<file path="src/rtl/serial_deserializer_if.sv">
// Output slot of the serial deserializer: one word with a valid/ready handshake.
// The master drives the word and valid; the slave returns ready.
interface serial_deserializer_if #(
   parameter int unsigned WIDTH = 8
);
   logic [WIDTH-1:0] data_out;
   logic             data_valid;
   logic             data_ready;

   modport master (
      output data_out,
      output data_valid,
      input  data_ready
   );

   modport slave (
      input  data_out,
      input  data_valid,
      output data_ready
   );
endinterface

</file>
<file path="src/rtl/serial_deserializer.sv">
// Serial-to-parallel receiver: assembles WIDTH-bit words MSB- or LSB-first and
// presents each word in a one-entry valid/ready slot with a sticky overrun flag.
module serial_deserializer #(
   parameter int unsigned WIDTH = 8,
   parameter int unsigned CNT_W = $clog2(WIDTH)
) (
   input  logic             clk,
   input  logic             rst_n,
   input  logic             bit_valid,
   input  logic             serial_in,
   input  logic             msb_first,
   input  logic             frame_clr,
   output logic             busy,
   output logic [CNT_W-1:0] bit_count,
   output logic             overrun,
   input  logic             overrun_clr,
   serial_deserializer_if.master out_if
);

   typedef enum logic {IDLE, RECV} state_e;

   localparam logic [CNT_W-1:0] LAST_BIT = CNT_W'(WIDTH - 1);

   state_e           state_q;
   logic [WIDTH-1:0] sreg_q, sreg_d;
   logic [CNT_W-1:0] bit_cnt_q;
   logic             dir_q, dir_d;
   logic [WIDTH-1:0] data_out_q;
   logic             data_valid_q;
   logic             overrun_q;

   logic take_bit, word_done, drain, load, drop;

   // The first bit of a word uses the live msb_first; later bits use the latch.
   always_comb begin
      dir_d     = (state_q == IDLE) ? msb_first : dir_q;
      sreg_d    = dir_d ? {sreg_q[WIDTH-2:0], serial_in}
                        : {serial_in, sreg_q[WIDTH-1:1]};
      take_bit  = bit_valid & ~frame_clr;
      word_done = take_bit & (bit_cnt_q == LAST_BIT);
      drain     = data_valid_q & out_if.data_ready;
      load      = word_done & (~data_valid_q | out_if.data_ready);
      drop      = word_done & data_valid_q & ~out_if.data_ready;
   end

   always_ff @(posedge clk or negedge rst_n) begin
      if (!rst_n) begin
         state_q      <= IDLE;
         sreg_q       <= '0;
         bit_cnt_q    <= '0;
         dir_q        <= 1'b0;
         data_out_q   <= '0;
         data_valid_q <= 1'b0;
         overrun_q    <= 1'b0;
      end else begin
         if (frame_clr) begin
            state_q   <= IDLE;
            sreg_q    <= '0;
            bit_cnt_q <= '0;
         end else if (bit_valid) begin
            sreg_q <= sreg_d;
            dir_q  <= dir_d;
            if (bit_cnt_q == LAST_BIT) begin
               state_q   <= IDLE;
               bit_cnt_q <= '0;
            end else begin
               state_q   <= RECV;
               bit_cnt_q <= bit_cnt_q + CNT_W'(1);
            end
         end

         if (load) begin
            data_out_q   <= sreg_d;
            data_valid_q <= 1'b1;
         end else if (drain) begin
            data_valid_q <= 1'b0;
         end

         // A drop in the same cycle as overrun_clr leaves the flag set.
         if (drop) begin
            overrun_q <= 1'b1;
         end else if (overrun_clr) begin
            overrun_q <= 1'b0;
         end
      end
   end

   assign busy              = (bit_cnt_q != '0);
   assign bit_count         = bit_cnt_q;
   assign overrun           = overrun_q;
   assign out_if.data_out   = data_out_q;
   assign out_if.data_valid = data_valid_q;

endmodule
</file>
<file path="src/flat_wrapper.sv">
// flat-port wrapper written by rule: the top's interface ports become plain ports
module serial_deserializer_flat 
#(
   parameter int unsigned WIDTH = 8,
   parameter int unsigned CNT_W = $clog2(WIDTH)
)
  (clk, rst_n, bit_valid, serial_in, msb_first, frame_clr, busy, bit_count, overrun, overrun_clr, out_if_data_out, out_if_data_valid, out_if_data_ready);
  serial_deserializer_if #(.WIDTH(WIDTH)) out_if_i ();
  input  logic clk;
  input  logic rst_n;
  input  logic bit_valid;
  input  logic serial_in;
  input  logic msb_first;
  input  logic frame_clr;
  output logic busy;
  output logic [CNT_W-1:0] bit_count;
  output logic overrun;
  input  logic overrun_clr;
  output wire logic [$bits(out_if_i.data_out)-1:0] out_if_data_out;
  output wire logic [$bits(out_if_i.data_valid)-1:0] out_if_data_valid;
  input wire logic [$bits(out_if_i.data_ready)-1:0] out_if_data_ready;
  assign out_if_data_out = out_if_i.data_out;
  assign out_if_data_valid = out_if_i.data_valid;
  assign out_if_i.data_ready = out_if_data_ready;
  serial_deserializer #(.WIDTH(WIDTH), .CNT_W(CNT_W)) u_core (.clk(clk), .rst_n(rst_n), .bit_valid(bit_valid), .serial_in(serial_in), .msb_first(msb_first), .frame_clr(frame_clr), .busy(busy), .bit_count(bit_count), .overrun(overrun), .overrun_clr(overrun_clr), .out_if(out_if_i));
endmodule
</file>
<file path="config.mk">
export PLATFORM = sky130hd
export DESIGN_NAME = serial_deserializer_flat
export DESIGN_NICKNAME = d
export VERILOG_FILES = /design/src/rtl/serial_deserializer_if.sv /design/src/rtl/serial_deserializer.sv /design/src/flat_wrapper.sv
export SDC_FILE = /design/constraint.sdc
export NUM_CORES = 1
export LEC_CHECK = 0
export BUFFER_PORTS_ARGS = -buffer_cell sky130_fd_sc_hd__buf_2
export CAP_MARGIN = 20
export CELL_PAD_IN_SITES_DETAIL_PLACEMENT = 0
export CELL_PAD_IN_SITES_GLOBAL_PLACEMENT = 1
export CORE_MARGIN = 1
export CORE_UTILIZATION = 36
export CTS_CLUSTER_DIAMETER = 40
export DETAILED_ROUTE_END_ITERATION = 10
export GPL_TIMING_DRIVEN = 0
export PLACE_DENSITY = 0.72
export SYNTH_ARGS = -nofsm -noshare
export SYNTH_HDL_FRONTEND = slang
export SYNTH_SLANG_ARGS = --single-unit
</file>
<file path="constraint.sdc">
create_clock -name clk -period 4.8 [get_ports clk]
set_input_delay 0.24 -clock clk [delete_from_list [all_inputs] [get_ports clk]]
set_output_delay 0.24 -clock clk [all_outputs]
set_load 0.005 [all_outputs]
</file>
==> results of run 1 <==
==> path summary, 6_finish.rpt <==
check	startpoint	endpoint	slack [ns]	cells after the start
hold / removal	overrun_clr	u_core.overrun$_DFFE_PN0P_	0.10	2
setup reg to reg	u_core.bit_count[1]$_DFFE_PN0P_	u_core.out_if.data_out[6]$_DFFE_PN0P_	3.14	6
max in group asynchronous	rst_n	u_core.sreg_q[1]$_DFFE_PN0P_	4.05	2
hold reg to reg	u_core.out_if.data_out[4]$_DFFE_PN0P_	u_core.out_if.data_out[4]$_DFFE_PN0P_	0.52	1
min in group asynchronous	rst_n	u_core.overrun$_DFFE_PN0P_	0.41	2
setup / recovery	u_core.bit_count[1]$_DFFE_PN0P_	u_core.out_if.data_out[6]$_DFFE_PN0P_	3.14	6
==> state kept, by name (all words and copies together), names as in the netlist <==
name,flops
u_core.bit_count,3
u_core.dir_q,1
u_core.out_if.data_out,8
u_core.out_if.data_valid,1
u_core.overrun,1
u_core.sreg_q,8
u_core.state_q,1
==> through the flow <==
stage / setup slack (ns) / utilization (%)
after floorplan: 3.27 / -
after global placement: 3.16 / 43.7
after detailed placement: 3.13 / 43.7
after CTS: 3.11 / 45.1
after global routing: 3.01 / 45.1
final: 3.14 / 45.1
==> routing by layer <==
| metal | up-vias | part of all wire, % | global-route usage, % |
|---|---|---|---|
| met4 | 0 | 0.68 | 5.23 |
| met1 | 362 | 48 | 18.4 |
| li1 | 360 | - | - |
| met3 | 2 | 2.9 | 2.04 |
| met2 | 14 | 49 | 22.7 |
| met5 | - | 0 | 0 |
==> cell usage after synthesis <==
library cell,number,area (µm²)
a211oi_1,4,30.0
a21oi_1,1,5.00
buf_2,3,15.0
clkbuf_1,1,3.75
dfrtp_1,23,576
ha_1,3,37.5
inv_1,8,30.0
mux2_2,1,11.3
mux2_4,8,120
mux2i_1,10,100
mux2i_4,1,22.5
nand2_1,3,11.3
nand2b_1,4,25.0
nand3b_1,1,7.51
nor2_1,15,56.3
nor2b_1,1,6.26
o21a_1,4,30.0
o21ai_0,1,5.00
o22ai_1,1,6.26
==> critical path: stages, from the launching register on <==
cell and delay [ns]:
dfrtp_1 0.41, ha_1 0.16, ha_1 0.15, nand3b_1 0.12
nor2b_1 0.12, buf_2 0.27, mux2_4 0.33
==> cells by family (layout without fill, tap and decap cells) <==
family / Yosys count / count (layout) / share of synthesized area, %
adders and majority gates: 3 / 3 / 3.42
and+or+nand+nor: 24 / 24 / 9.68
DFF: 23 / 23 / 52.4
muxes: 20 / 20 / 23.1
AOI/OAI and AO/OA: 11 / 11 / 6.95
buffers and inverters: 12 / 37 / 4.44
==> power groups by stage <==
stage / clock, µW / combinational, µW / sequential (µW)
after floorplan: 0 / 33.0 / 211
after CTS: 96.4 / 48.8 / 209
final: 89.5 / 47.5 / 209
after detailed placement: 0 / 48.0 / 212
after global routing: 104 / 54.1 / 210
after global placement: 0 / 47.3 / 212
==> layout make-up <==
class	count	area [µm²]
Sequential cell	23	576
Fill cell	272	1550
Inverter	8	30.0
Tap cell	31	38.8
Buffer	4	18.8
Clock inverter	1	5.00
Timing Repair Buffer	21	110
Multi-Input combinational cell	58	474
Clock buffer	3	22.5
==> impl_metrics.env, run 1 <==
export IMPL_status="finished, violations left"
export IMPL_violations="DRC"
export IMPL_hold_class="input pin to flop"
export IMPL_syn_to_final_growth_pct=16.1
export IMPL_portBuffers=20
export IMPL_switching_share_pct=25.9
export IMPL_p_int_uw=256
export IMPL_gr_total_overflow=0
export IMPL_worst_pin_slew_ns=0.502
export IMPL_dpl_hpwl_um=1390
export IMPL_synth_cells=93
export IMPL_grt_pass1_vias=727
export IMPL_die_height_um=57.2
export IMPL_synthesis_area_um2=1100
export IMPL_wire_per_inst_um=12.8
export IMPL_post_cts_resized=0
export IMPL_setup_viol=0
export IMPL_fin_crit_sh_pct=34.5
export IMPL_yosys_warnings=0
export IMPL_diodes=0
export IMPL_fin_nets=130
export IMPL_grt_max_degree=24
export IMPL_finalInstanceArea_um2=1270
export IMPL_io_pins=22
export IMPL_wirelength_um=1900
export IMPL_clock_sinks=23
export IMPL_synth_area_per_cell_um2=11.8
export IMPL_yosysUniqueCellTypes=19
export IMPL_power_frac_seq_pct=60.4
export IMPL_clk_latency_ns=0.31
export IMPL_required_ns=5.01
export IMPL_gr_usage_all_layers_pct=13.8
export IMPL_dp_cells=144
export IMPL_antenna_found_initial=0
export IMPL_die_area_um2=3280
export IMPL_start_util_pct=38.8
export IMPL_rsz0062_at_grt="no"
export IMPL_clockBufferDepth=2
export IMPL_critPathLaunchType="flop"
export IMPL_finalClockSkew_ns=0.00334
export IMPL_fin_crit_ns=1.66
export IMPL_fin_hold_ws_ns=0.104
export IMPL_p_sw_uw=89.6
export IMPL_htreeDepth=1
export IMPL_slew_headroom_pct=66.5
export IMPL_drv_slew=0
export IMPL_drive_gt1_share_pct=31.4
export IMPL_p_comb_share_pct=13.7
export IMPL_clockPowerShare_pct=25.9
export IMPL_maxCapViolations=0
export IMPL_cts_reportedPaths_clkPinSlew_ns=0.13
export IMPL_holdBufCountCts=1
export IMPL_vias=738
export IMPL_grt_pass1_wl_um=3440
export IMPL_path_class="flop to flop"
export IMPL_post_cts_buffers=0
export IMPL_core_region_area_um2=2830
export IMPL_power_leakage_uw=0.000670
export IMPL_final_cell_mix="buf_2 (23), dfrtp_1 (23), nor2_1 (15)"
export IMPL_total_power_uw=346
export IMPL_post_dp_cell_area_um2=1240
export IMPL_power_density_nw_per_um2=271
export IMPL_ant_nets=0
export IMPL_ctsRootBufferMaster="clkbuf_4"
export IMPL_fmax_mhz=604
export IMPL_cts_made_buffers=3
export IMPL_hold_viol_final=0
export IMPL_drc=3
export IMPL_drtIter0Drc=22
export IMPL_crit_path_max_fanout=8
export IMPL_instances_no_fill=149
export IMPL_seq_area_frac_synth_pct=52.4
export IMPL_yosys_register_bits=23
export IMPL_row_count=19
export IMPL_irDropWorstVdd_mv=0.139
export IMPL_die_width_um=57.2
export IMPL_fin_setup_tns_ns=0
export IMPL_arrival_ns=1.86
export IMPL_drt_first_pass_iters=9
export IMPL_viasPerCell=4.95
export IMPL_end_kind="flop"
export IMPL_cts_tree="built"
export IMPL_routabilityCongestion=0.746
export IMPL_synth_net_count=104
Power figures use the tool's default switching activity.
==> run 2, diff against run 1 <==
--- a/config.mk
+++ b/config.mk
@@ -5,16 +5,17 @@
 export SDC_FILE = /design/constraint.sdc
 export NUM_CORES = 1
 export LEC_CHECK = 0
+export ABC_AREA = 1
 export BUFFER_PORTS_ARGS = -buffer_cell sky130_fd_sc_hd__buf_2
 export CAP_MARGIN = 20
 export CELL_PAD_IN_SITES_DETAIL_PLACEMENT = 0
 export CELL_PAD_IN_SITES_GLOBAL_PLACEMENT = 1
 export CORE_MARGIN = 1
-export CORE_UTILIZATION = 36
+export CORE_UTILIZATION = 35
 export CTS_CLUSTER_DIAMETER = 40
 export DETAILED_ROUTE_END_ITERATION = 10
 export GPL_TIMING_DRIVEN = 0
-export PLACE_DENSITY = 0.72
+export PLACE_DENSITY = 0.77
 export SYNTH_ARGS = -nofsm -noshare
 export SYNTH_HDL_FRONTEND = slang
 export SYNTH_SLANG_ARGS = --single-unit
==> constraint.sdc (replaced) <==
create_clock -name clk -period 1.3 [get_ports clk]
set_input_delay 0.065 -clock clk [delete_from_list [all_inputs] [get_ports clk]]
set_output_delay 0.065 -clock clk [all_outputs]
set_load 0.005 [all_outputs]
==> impl_metrics.env, run 2 <==
export IMPL_status="completed"
export IMPL_critPathLaunchType="flop"
export IMPL_yosysTopAreaCell="dfrtp_1"
export IMPL_ys_flop_type="dfrtp_1"
export IMPL_yosys_register_bits=23
export IMPL_synth_net_count=146
export IMPL_gr_usage_all_layers_pct=15.5
export IMPL_hold_viol_final=0
export IMPL_synth_edf_count=0
export IMPL_ff2ff_setup_slack_ns=0.008
export IMPL_fin_crit_ns=1.29
export IMPL_total_power_uw=1340
export IMPL_fmax_mhz=774
export IMPL_grt_pass1_vias=952
export IMPL_portBuffers=21
export IMPL_drc=0
export IMPL_seq_area_frac_synth_pct=51.0
export IMPL_diodes=0
export IMPL_synth_area_per_cell_um2=8.36
export IMPL_slowest_delay_ns=0.40
export IMPL_synthMostInstantiatedCell="nand2_1"
export IMPL_io_pins=22
export IMPL_num_fill_cells=309
export IMPL_synthTopCellsByCount="nand2_1 (41), nand3_1 (33), dfrtp_1 (23), inv_1 (18), inv_2 (4)"
export IMPL_dp_cells=200
export IMPL_clock_sinks=23
export IMPL_netlist_area_leader_share_pct=51.0
export IMPL_grt_pass1_wl_um=4040
export IMPL_synthAdderAreaFrac_pct=3.33
export IMPL_die_width_um=58.8
export IMPL_synth_top_family_by_area="simple AND/OR/NAND/NOR gates"
export IMPL_path_cells="ha_2 -> ha_4 -> nand3_4 -> nor2_8 -> inv_6 -> nand2_1 -> nand2_1"
export IMPL_fin_crit_sh_pct=99.4
export IMPL_maxCapViolations=0
export IMPL_synth_xor_area_share_pct=0
export IMPL_end_kind="flop"
export IMPL_final_common_cell="nand2_1"
export IMPL_row_count=20
export IMPL_viasPerCell=4.56
export IMPL_arrival_ns=1.52
export IMPL_worst_pin_slew_ns=0.508
export IMPL_cts_reportedPaths_clkPinSlew_ns=0.12
export IMPL_slew_headroom_pct=66.1
export IMPL_gr_total_overflow=0
export IMPL_path_class="flop to flop"
export IMPL_synth_compound_area_share_pct=3.10
export IMPL_synthArstFlopShare_pct=100
export IMPL_crit_path_max_fanout=8
export IMPL_fin_nets=179
export IMPL_syn_to_final_growth_pct=26.2
export IMPL_cp_slowest_cell="dfrtp_1"
export IMPL_clk_latency_ns=0.32
export IMPL_crit_top_cell="nand2_1"
export IMPL_wire_per_inst_um=11.0
export IMPL_synthSimpleGateAreaFrac_pct=33.7
export IMPL_drive_gt1_share_pct=28.1
export IMPL_rsz0062_at_grt="yes"
export IMPL_ctsRootBufferMaster="clkbuf_4"
export IMPL_setup_viol=0
export IMPL_antenna_found_initial=0
export IMPL_die_height_um=58.8
export IMPL_final_cell_mix="nand2_1 (39), nand3_1 (33), dfrtp_1 (23)"
export IMPL_hold_class="input pin to flop"
export IMPL_yosysUniqueCellTypes=16
export IMPL_yosys_warnings=0
export IMPL_synth_cells=135
export IMPL_synth_area_leaders="dfrtp_1 (51%), nand3_1 (15%), nand2_1 (14%)"
export IMPL_vias=962
export IMPL_cts_tree="built"
export IMPL_drtIter0Drc=66
export IMPL_start_util_pct=37.0
export IMPL_routabilityCongestion=0.815
export IMPL_clockBufferDepth=2
export IMPL_irDropWorstVdd_mv=0.286
export IMPL_power_density_nw_per_um2=940
export IMPL_drv_slew=0
export IMPL_finalClockSkew_ns=0.00214
export IMPL_cts_made_buffers=3
export IMPL_synthesis_area_um2=1130
export IMPL_htreeDepth=1
export IMPL_ant_nets=0
export IMPL_synth_mux_area_share_pct=0
export IMPL_grt_max_degree=24
export IMPL_power_leakage_uw=0.000786
export IMPL_instances_no_fill=211
export IMPL_required_ns=1.53
export IMPL_die_area_um2=3460
export IMPL_drt_first_pass_iters=4
export IMPL_wirelength_um=2330
export IMPL_dpl_hpwl_um=1630
export IMPL_core_region_area_um2=3050
[run 2: cell count changes in the layout (fill, tap and decap cells not counted), sizes merged, moves of 3 or more]
cell and delta:
nand2b -4, nand2 +40, nand3 +34, nor2 -12, a211oi -4, inv +15, mux2 -9, o21a -4
buf +3, mux2i -11
[run 2: per-layer routing]
metal,global-route usage (%),routed length (µm),vias to the layer above
met4,6.12,70,0
met5,0,0,-
li1,-,-,497
met2,27.1,1180,18
met1,18.8,1030,440
met3,2.64,53,7
[run 2: path summary, 6_finish.rpt]
check | endpoint | cells after the start | from
max | u_core.out_if.data_out[6]$_DFFE_PN0P_ | 7 | u_core.bit_count[0]$_DFFE_PN0P_
min | u_core.out_if.data_valid$_DFFE_PN0P_ | 4 | out_if_data_ready
max reg2reg | u_core.out_if.data_out[6]$_DFFE_PN0P_ | 7 | u_core.bit_count[0]$_DFFE_PN0P_
min reg2reg | u_core.out_if.data_out[0]$_DFFE_PN0P_ | 2 | u_core.out_if.data_out[0]$_DFFE_PN0P_
max in group asynchronous | u_core.sreg_q[3]$_DFFE_PN0P_ | 2 | rst_n
min in group asynchronous | u_core.out_if.data_out[5]$_DFFE_PN0P_ | 2 | rst_n
[run 2: cell families (layout without fill, tap and decap cells)]
| group | Yosys count | count (layout) |
|---|---|---|
| AND/OR/NAND/NOR | 79 | 80 |
| AO/OA/AOI/OAI | 6 | 6 |
| buffers and inverters | 24 | 55 |
| flip-flops | 23 | 23 |
| adder cells (fa/ha/maj) | 3 | 3 |
[run 2: critical path, delay by kind of cell, from the launching register on]
family                     cells  cell delay (ns)
DFF                            1             0.40
and+or+nand+nor                4             0.38
adders and majority gates      2             0.35
buffers and inverters          1             0.06
[run 2: per-stage QoR]
step / utilization, % / TNS [ns] / setup WS, ns / hold WS [ns] / area, µm²
after floorplan: - / 0 / 0.00665 / -0.231 / 1130
after global placement: 42.2 / -0.686 / -0.0870 / 0.0610 / 1290
after detailed placement: 42.2 / -0.719 / -0.0929 / 0.0684 / 1290
after CTS: 45.2 / -0.0387 / -0.00733 / 0.0448 / 1380
after global routing: 46.6 / -0.461 / -0.0677 / 0.0560 / 1420
final: 46.6 / 0 / 0.00755 / 0.0438 / 1420
[run 2: cell type report]
class	count	area, µm²	share of cell area, %
Timing Repair Buffer	27	163	11.4
Tap cell	44	55.1	3.87
Clock buffer	4	26.3	1.85
Inverter	23	96.3	6.77
Sequential cell	23	576	40.4
Buffer	1	11.3	0.791
Multi-Input combinational cell	89	497	34.9
[run 2: power breakdown]
part	switching [µW]	internal [µW]	leakage, µW	total, µW
combinational	141	89.5	0.000458	230
clock	223	121	0.0000150	344
sequential	18.5	746	0.000313	764
[run 2: timing repair]
item	in CTS	in global routing
hold buffers	2	0
setup buffers	3	1
pin swaps	2	3
hold endpoints to repair	24	0
gates cloned	1	0
gates resized for setup	2	12
setup endpoints to repair	8	9
